File: src/rtl/mips_pipe_skid_stage.sv
// Elastic MIPS pipeline stage: main + skid register pair with
// valid/ready handshakes, flush squash and registered flags.
module mips_pipe_skid_stage #(
  parameter int unsigned      WIDTH    = 32,
  parameter logic [WIDTH-1:0] RST_DATA = '0
) (
  input  logic             clk,
  input  logic             rst,
  input  logic             flush,
  input  logic             in_valid,
  output logic             in_ready,
  input  logic [WIDTH-1:0] in_data,
  output logic             out_valid,
  input  logic             out_ready,
  output logic [WIDTH-1:0] out_data,
  output logic [1:0]       count
);

  localparam logic [1:0] ST_EMPTY = 2'b00;
  localparam logic [1:0] ST_ONE   = 2'b01;
  localparam logic [1:0] ST_FULL  = 2'b10;

  logic [1:0]       state_q, state_d;
  logic [WIDTH-1:0] main_q, main_d;
  logic [WIDTH-1:0] skid_q, skid_d;
  logic             out_valid_q, out_valid_d;
  logic             in_ready_q, in_ready_d;
  logic [1:0]       count_q, count_d;
  logic             accept, issue;

  assign accept = in_valid & in_ready_q;
  assign issue  = out_valid_q & out_ready;

  always_comb begin
    state_d = state_q;
    main_d  = main_q;
    skid_d  = skid_q;
    case (state_q)
      ST_EMPTY: begin
        if (accept) begin
          state_d = ST_ONE;
          main_d  = in_data;
        end
      end
      ST_ONE: begin
        if (accept && issue) begin
          main_d = in_data;
        end else if (accept) begin
          state_d = ST_FULL;
          skid_d  = in_data;
        end else if (issue) begin
          state_d = ST_EMPTY;
        end
      end
      ST_FULL: begin
        if (issue) begin
          state_d = ST_ONE;
          main_d  = skid_q;
        end
      end
      default: state_d = ST_EMPTY;
    endcase
    // Squash everything held; a beat issued this cycle is already delivered.
    if (flush) begin
      state_d = ST_EMPTY;
      main_d  = RST_DATA;
      skid_d  = RST_DATA;
    end
  end

  always_comb begin
    out_valid_d = (state_d != ST_EMPTY);
    in_ready_d  = (state_d != ST_FULL);
    count_d     = 2'd0;
    if (state_d == ST_ONE)  count_d = 2'd1;
    if (state_d == ST_FULL) count_d = 2'd2;
  end

  always_ff @(posedge clk) begin
    if (!rst) begin
      state_q     <= ST_EMPTY;
      main_q      <= RST_DATA;
      skid_q      <= RST_DATA;
      out_valid_q <= 1'b0;
      in_ready_q  <= 1'b1;
      count_q     <= 2'd0;
    end else begin
      state_q     <= state_d;
      main_q      <= main_d;
      skid_q      <= skid_d;
      out_valid_q <= out_valid_d;
      in_ready_q  <= in_ready_d;
      count_q     <= count_d;
    end
  end

  assign out_valid = out_valid_q;
  assign in_ready  = in_ready_q;
  assign out_data  = main_q;
  assign count     = count_q;

endmodule
File: config.mk
export PLATFORM = sky130hd
export DESIGN_NAME = mips_pipe_skid_stage
export DESIGN_NICKNAME = d
export VERILOG_FILES = /design/src/rtl/mips_pipe_skid_stage.sv
export SDC_FILE = /design/constraint.sdc
export NUM_CORES = 1
export LEC_CHECK = 0
export BUFFER_PORTS_ARGS = -buffer_cell sky130_fd_sc_hd__buf_2
export CAP_MARGIN = 20
export CORE_UTILIZATION = 61
export CTS_BUF_LIST = sky130_fd_sc_hd__clkbuf_4 sky130_fd_sc_hd__clkbuf_8
export DETAILED_ROUTE_END_ITERATION = 10
export PLACE_DENSITY = 0.88
export SYNTH_ARGS = -nofsm -noshare
export SYNTH_HDL_FRONTEND = slang
export SYNTH_SLANG_ARGS = --single-unit
File: constraint.sdc
create_clock -name clk -period 2.5 [get_ports clk]
set_input_delay 0.625 -clock clk [delete_from_list [all_inputs] [get_ports clk]]
set_output_delay 0.625 -clock clk [all_outputs]
set_load 0.05 [all_outputs]
After elaboration in Yosys (flattened, before gate mapping)
Cells that the tools add are included.
Widths: inputs -> output; s select.
{"block": "classes", "n_eq_ne": 8, "n_mux": 13, "n_bitwise": 4, "reduce_logical": 8}
{"cell": "$mux 32", "count": 3}
{"cell": "$pmux 32 s3", "count": 1}
{"cell": "$mux 2", "count": 7}
{"cell": "$ne 2x2->1 const B", "count": 4}
{"cell": "$pmux 2 s3", "count": 1}
{"cell": "$eq 2x1->1 const B", "count": 2}
{"cell": "$eq 2x2->1 const B", "count": 2}
{"cell": "$reduce_and 4->1", "count": 1}
{"cell": "$reduce_or 2->1", "count": 2}
{"cell": "$reduce_and 3->1", "count": 1}
{"cell": "$reduce_bool 3->1", "count": 1}
{"cell": "$and 1x1->1", "count": 2}
{"cell": "$logic_not 2->1", "count": 1}
{"cell": "$not 1->1", "count": 2}
{"cell": "$reduce_bool 2->1", "count": 1}
{"cell": "$logic_and 1x1->1", "count": 1}
{"cell": "$mux 1", "count": 1}
{"block": "totals", "regBits": 70, "in_bits": 37, "output_inout_bits": 36, "word_cells": 40}

Longest topological paths before layout
{"block": "logic_depth", "ltp_word": 9, "ltp_mapped": 5, "depth_no_buf": 3}

Worst setup path before layout
Ideal clock, no wire load.
{"block": "synth_path", "path_type": "reg2reg", "from": "register out_valid_q (netlist: out_valid)", "to": "register main_q[0] (netlist: out_data[0])", "setup_time_ps": 146, "arrival_time_ps": 1493, "required_time_ps": 2354, "path_slack_ps": 861, "path_stages_with_launch": 5, "path_buffers": 1, "synth_period_minus_slack_ps": 1639, "cell_sequence": "dfxtp_1 > nand2_1 > o22ai_4 > buf_4 > a211oi_2"}
{"block": "synth_between", "elab_chain_len": 4, "word_cells_on_any_way": 5, "classes_between": "eq/ne: 2; bitwise: 1; reduce/logical: 2"}
{"item": "from (decl)", "line": "26", "source": "logic out_valid_q, out_valid_d;"}
{"item": "from (signal assigned)", "line": "91", "source": "out_valid_q <= out_valid_d;"}
{"item": "$and 1x1->1 *", "line": "32", "source": "assign issue = out_valid_q & out_ready;"}
{"item": "$logic_and 1x1->1", "line": "46", "source": "if (accept && issue) begin"}
{"item": "$ne 2x2->1 (no line)"}
{"item": "$reduce_and 4->1 (no line) *"}
{"item": "to (signal assigned)", "line": "89", "source": "main_q <= main_d;"}
{"item": "to (decl)", "line": "24", "source": "logic [WIDTH-1:0] main_q, main_d;"}
Mark *: on every way between the ends. The rest lies on a longest branch, timed or not.
A chain may end at the register's enable or synchronous reset.

Worst setup path after layout
{"block": "layout_path", "from": "register state_q[0]", "to": "register main_q[10] (netlist: out_data[10])"}
{"block": "layout_between", "elab_chain_len": 3, "word_cells_on_any_way": 9, "classes_between": "eq/ne: 5; mux: 1; reduce/logical: 3"}
{"item": "from (decl)", "line": "23", "source": "logic [1:0] state_q, state_d;"}
{"item": "from (signal assigned)", "line": "88", "source": "state_q <= state_d;"}
{"item": "$eq 2x1->1, or another cell as far along", "line": "38", "source": "case (state_q)"}
{"item": "$ne 2x2->1 (no line) / $reduce_bool 3->1 (equally long branches)"}
{"item": "$reduce_and 4->1 (no line)"}
Several ways; a longest one is shown, not always the timed one.

==> impl_metrics.ini <==
[global_route]
grt_max_degree = 37
antenna_found_initial = 0
grt_pass1_vias = 2787
globalRouteOverflowTotal = 0
grt_pass1_wl_um = 13300
grt.total_usage = 0.281

[timing]
timing.final.ws_setup_ns = 0.774
min_period_ns = 1.73
final_max_slew_viol_count = 0
setup_viol = 0
rsz0062_at_grt = no
max_freq_ghz = 0.579
slew_headroom = 0.616
hold_violations = 0
tightest_slew_ns = 0.576
fin_worst_skew_ns = 0.00511
totalNegativeSetupSlack_ns = 0
period_share = 0.690

[setup_path]
rrSetupSlack_ns = 0.77
worstPathArrival_ns = 1.95
r2r-start = state_q[0]$_SDFF_PN0_
startpoint = state_q[0]$_SDFF_PN0_
crit_required_ns = 2.73
critPathLaunchType = flop
worstSetupPathType = flop to flop
rr_worst_depth = 4
r2r_end = out_data[10]$_SDFFE_PP0P_
worstPathMaxFanout = 31
worst_setup_path_end_kind = flop
crit_end = out_data[10]$_SDFFE_PP0P_

[clock_network]
hold_buffers = 0
post_cts_resized = 0
h-tree-depth = 3
cts_tree = built
cts_num_sinks = 70
clock-root-buffer = clkbuf_8
cts_buffers = 9
cts_setup_buffers = 0
clk_pin_slew_worst_paths_ns = 0.07
clkLatencyLatePin_ns = 0.34
clockBufferDepth = 2

[final_layout]
synthToLayoutAreaGrowth_pct = 15.3
diodes = 0
mostFrequentLayoutCells = buf_2, dfxtp_1, a211oi_2
fillerInstances = 397
final_common_cell = buf_2
layout-drive-gt1-share = 0.440
nets = 414

[routing]
drt_iter0_markers = 228
route.vias.total = 2833
vias_per_cell = 6.24
routed_wl_um = 8010
dr.pass1.iters = 4
remaining_drc_errors = 0
wire_per_inst_um = 17.6
ant_nets = 0

[synthesis]
synth.net_count = 359
netlist_instances = 322
synth.avg_cell_area_um2 = 10.8
synth_fa_ha_area_frac = 0
synthXorXnorAreaFrac = 0
synth_area_um2 = 3470
synthSimpleGateAreaFrac = 0.0772
ys_ff_latch = 70
synthMuxAreaShare = 0.0924
synth_cell_type_count = 29
synth-seq-area-share = 0.404
ys_warn_count = 0
synth_compound_area_frac = 0.340
synth_top_family_by_area = compound AO/OA/AOI/OAI gates

[job]
drv_cap = 0

[min_path]
worstHoldPathType = flop to flop
hp-start = skid_q[21]$_SDFFE_PP0P_

[power]
peakVddDrop_mv = 0.680
power_leakage_uw = 0.00169
p_total_uw = 2640
p_per_area_nw_per_um2 = 661

[floorplanning]
dieArea_um2 = 5990
ioPinCount = 73
die_w_um = 77.4
die_h_um = 77.4
initial_core_util = 0.630
num_rows = 27
core_um2 = 5510

[placed_design]
dp_hpwl_um = 4910
port_buffers = 72
pre_cts_ws_ns = 0.542
routabilityCongestion = 0.787

[outcome]
status = finished clean
-- power by group --
group	total (uW)	switching (uW)	internal [uW]
Combinational	450	294	156
Clock	1020	413	609
Sequential	1170	25.4	1150
Total	2640	732	1910
-- synthesized netlist by cell type --
cell	count	area share
nand2_1	2	0.0022
a211oi_1	4	0.0087
o21ai_0	25	0.036
a211oi_2	60	0.22
a21o_1	1	0.0022
nand3b_2	1	0.0032
nand3_1	32	0.046
buf_2	11	0.016
and3b_1	1	0.0025
buf_4	6	0.013
a21boi_4	1	0.0054
buf_1	1	0.0011
clkbuf_1	9	0.0097
mux2i_1	32	0.092
a21bo_1	1	0.0029
buf_12	3	0.017
a21oi_1	32	0.046
a21boi_1	1	0.0022
buf_6	9	0.029
o21ai_1	8	0.012
or3b_1	1	0.0025
and4b_1	1	0.0029
dfxtp_1	70	0.40
o22ai_4	1	0.0058
a21oi_2	1	0.0025
nand2b_1	2	0.0036
nor4bb_1	2	0.0058
nand4_1	1	0.0018
nor3b_1	3	0.0065
-- flip-flops by register name (all words and copies together), names as in the netlist --
register	cells
state_q	2
out_valid	1
in_ready	1
count	2
out_data	32
skid_q	32
-- worst min path at each step --
stage / end / slack [ns] / cells past startpoint
floorplan: skid_q[0]$_SDFFE_PP0P_ / 0.45 / 2
global placement: skid_q[21]$_SDFFE_PP0P_ / 0.46 / 2
detailed placement: skid_q[11]$_SDFFE_PP0P_ / 0.47 / 2
CTS: skid_q[16]$_SDFFE_PP0P_ / 0.48 / 2
global route: skid_q[20]$_SDFFE_PP0P_ / 0.50 / 2
finish: skid_q[21]$_SDFFE_PP0P_ / 0.48 / 2
-- cells by family (layout without fill, tap and decap cells) --
kind of cell / count (synthesis) / after routing
buffers and inverters: 39 / 99
muxes: 32 / 32
AOI/OAI and AO/OA: 135 / 135
DFF: 70 / 70
and+or+nand+nor: 46 / 46
-- routing by layer --
layer	routed length, um	part of all wire	track usage
met4	140	0.017	0.132
met5	0	0	0
met2	3880	0.48	0.449
met3	403	0.050	0.0447
met1	3590	0.45	0.372
-- area by class of cell --
class,instances,area [um^2],area share
Multi-Input combinational cell,213,1780,0.445
Sequential cell,70,1400,0.350
Timing Repair Buffer,83,505,0.126
Clock buffer,12,153,0.0382
Tap cell,72,90.1,0.0225
Clock inverter,4,70.1,0.0175
-- through the flow --
step / instance area, um^2 / hold slack (ns) / utilization / std cells
floorplan: 3470 / 0.453 / - / 322
global placement: 3780 / 0.459 / 0.686 / 438
detailed placement: 3780 / 0.465 / 0.686 / 438
CTS: 4000 / 0.475 / 0.726 / 454
global route: 4000 / 0.501 / 0.726 / 454
finish: 4000 / 0.476 / 0.726 / 454
-- critical path, cell delays in order (launching register included) --
cell,delay [ns]
dfxtp_1,0.42
nand2b_2,0.25
buf_4,0.51
mux2i_1,0.32
a211oi_2,0.09
Power figures use the tool's default switching activity.
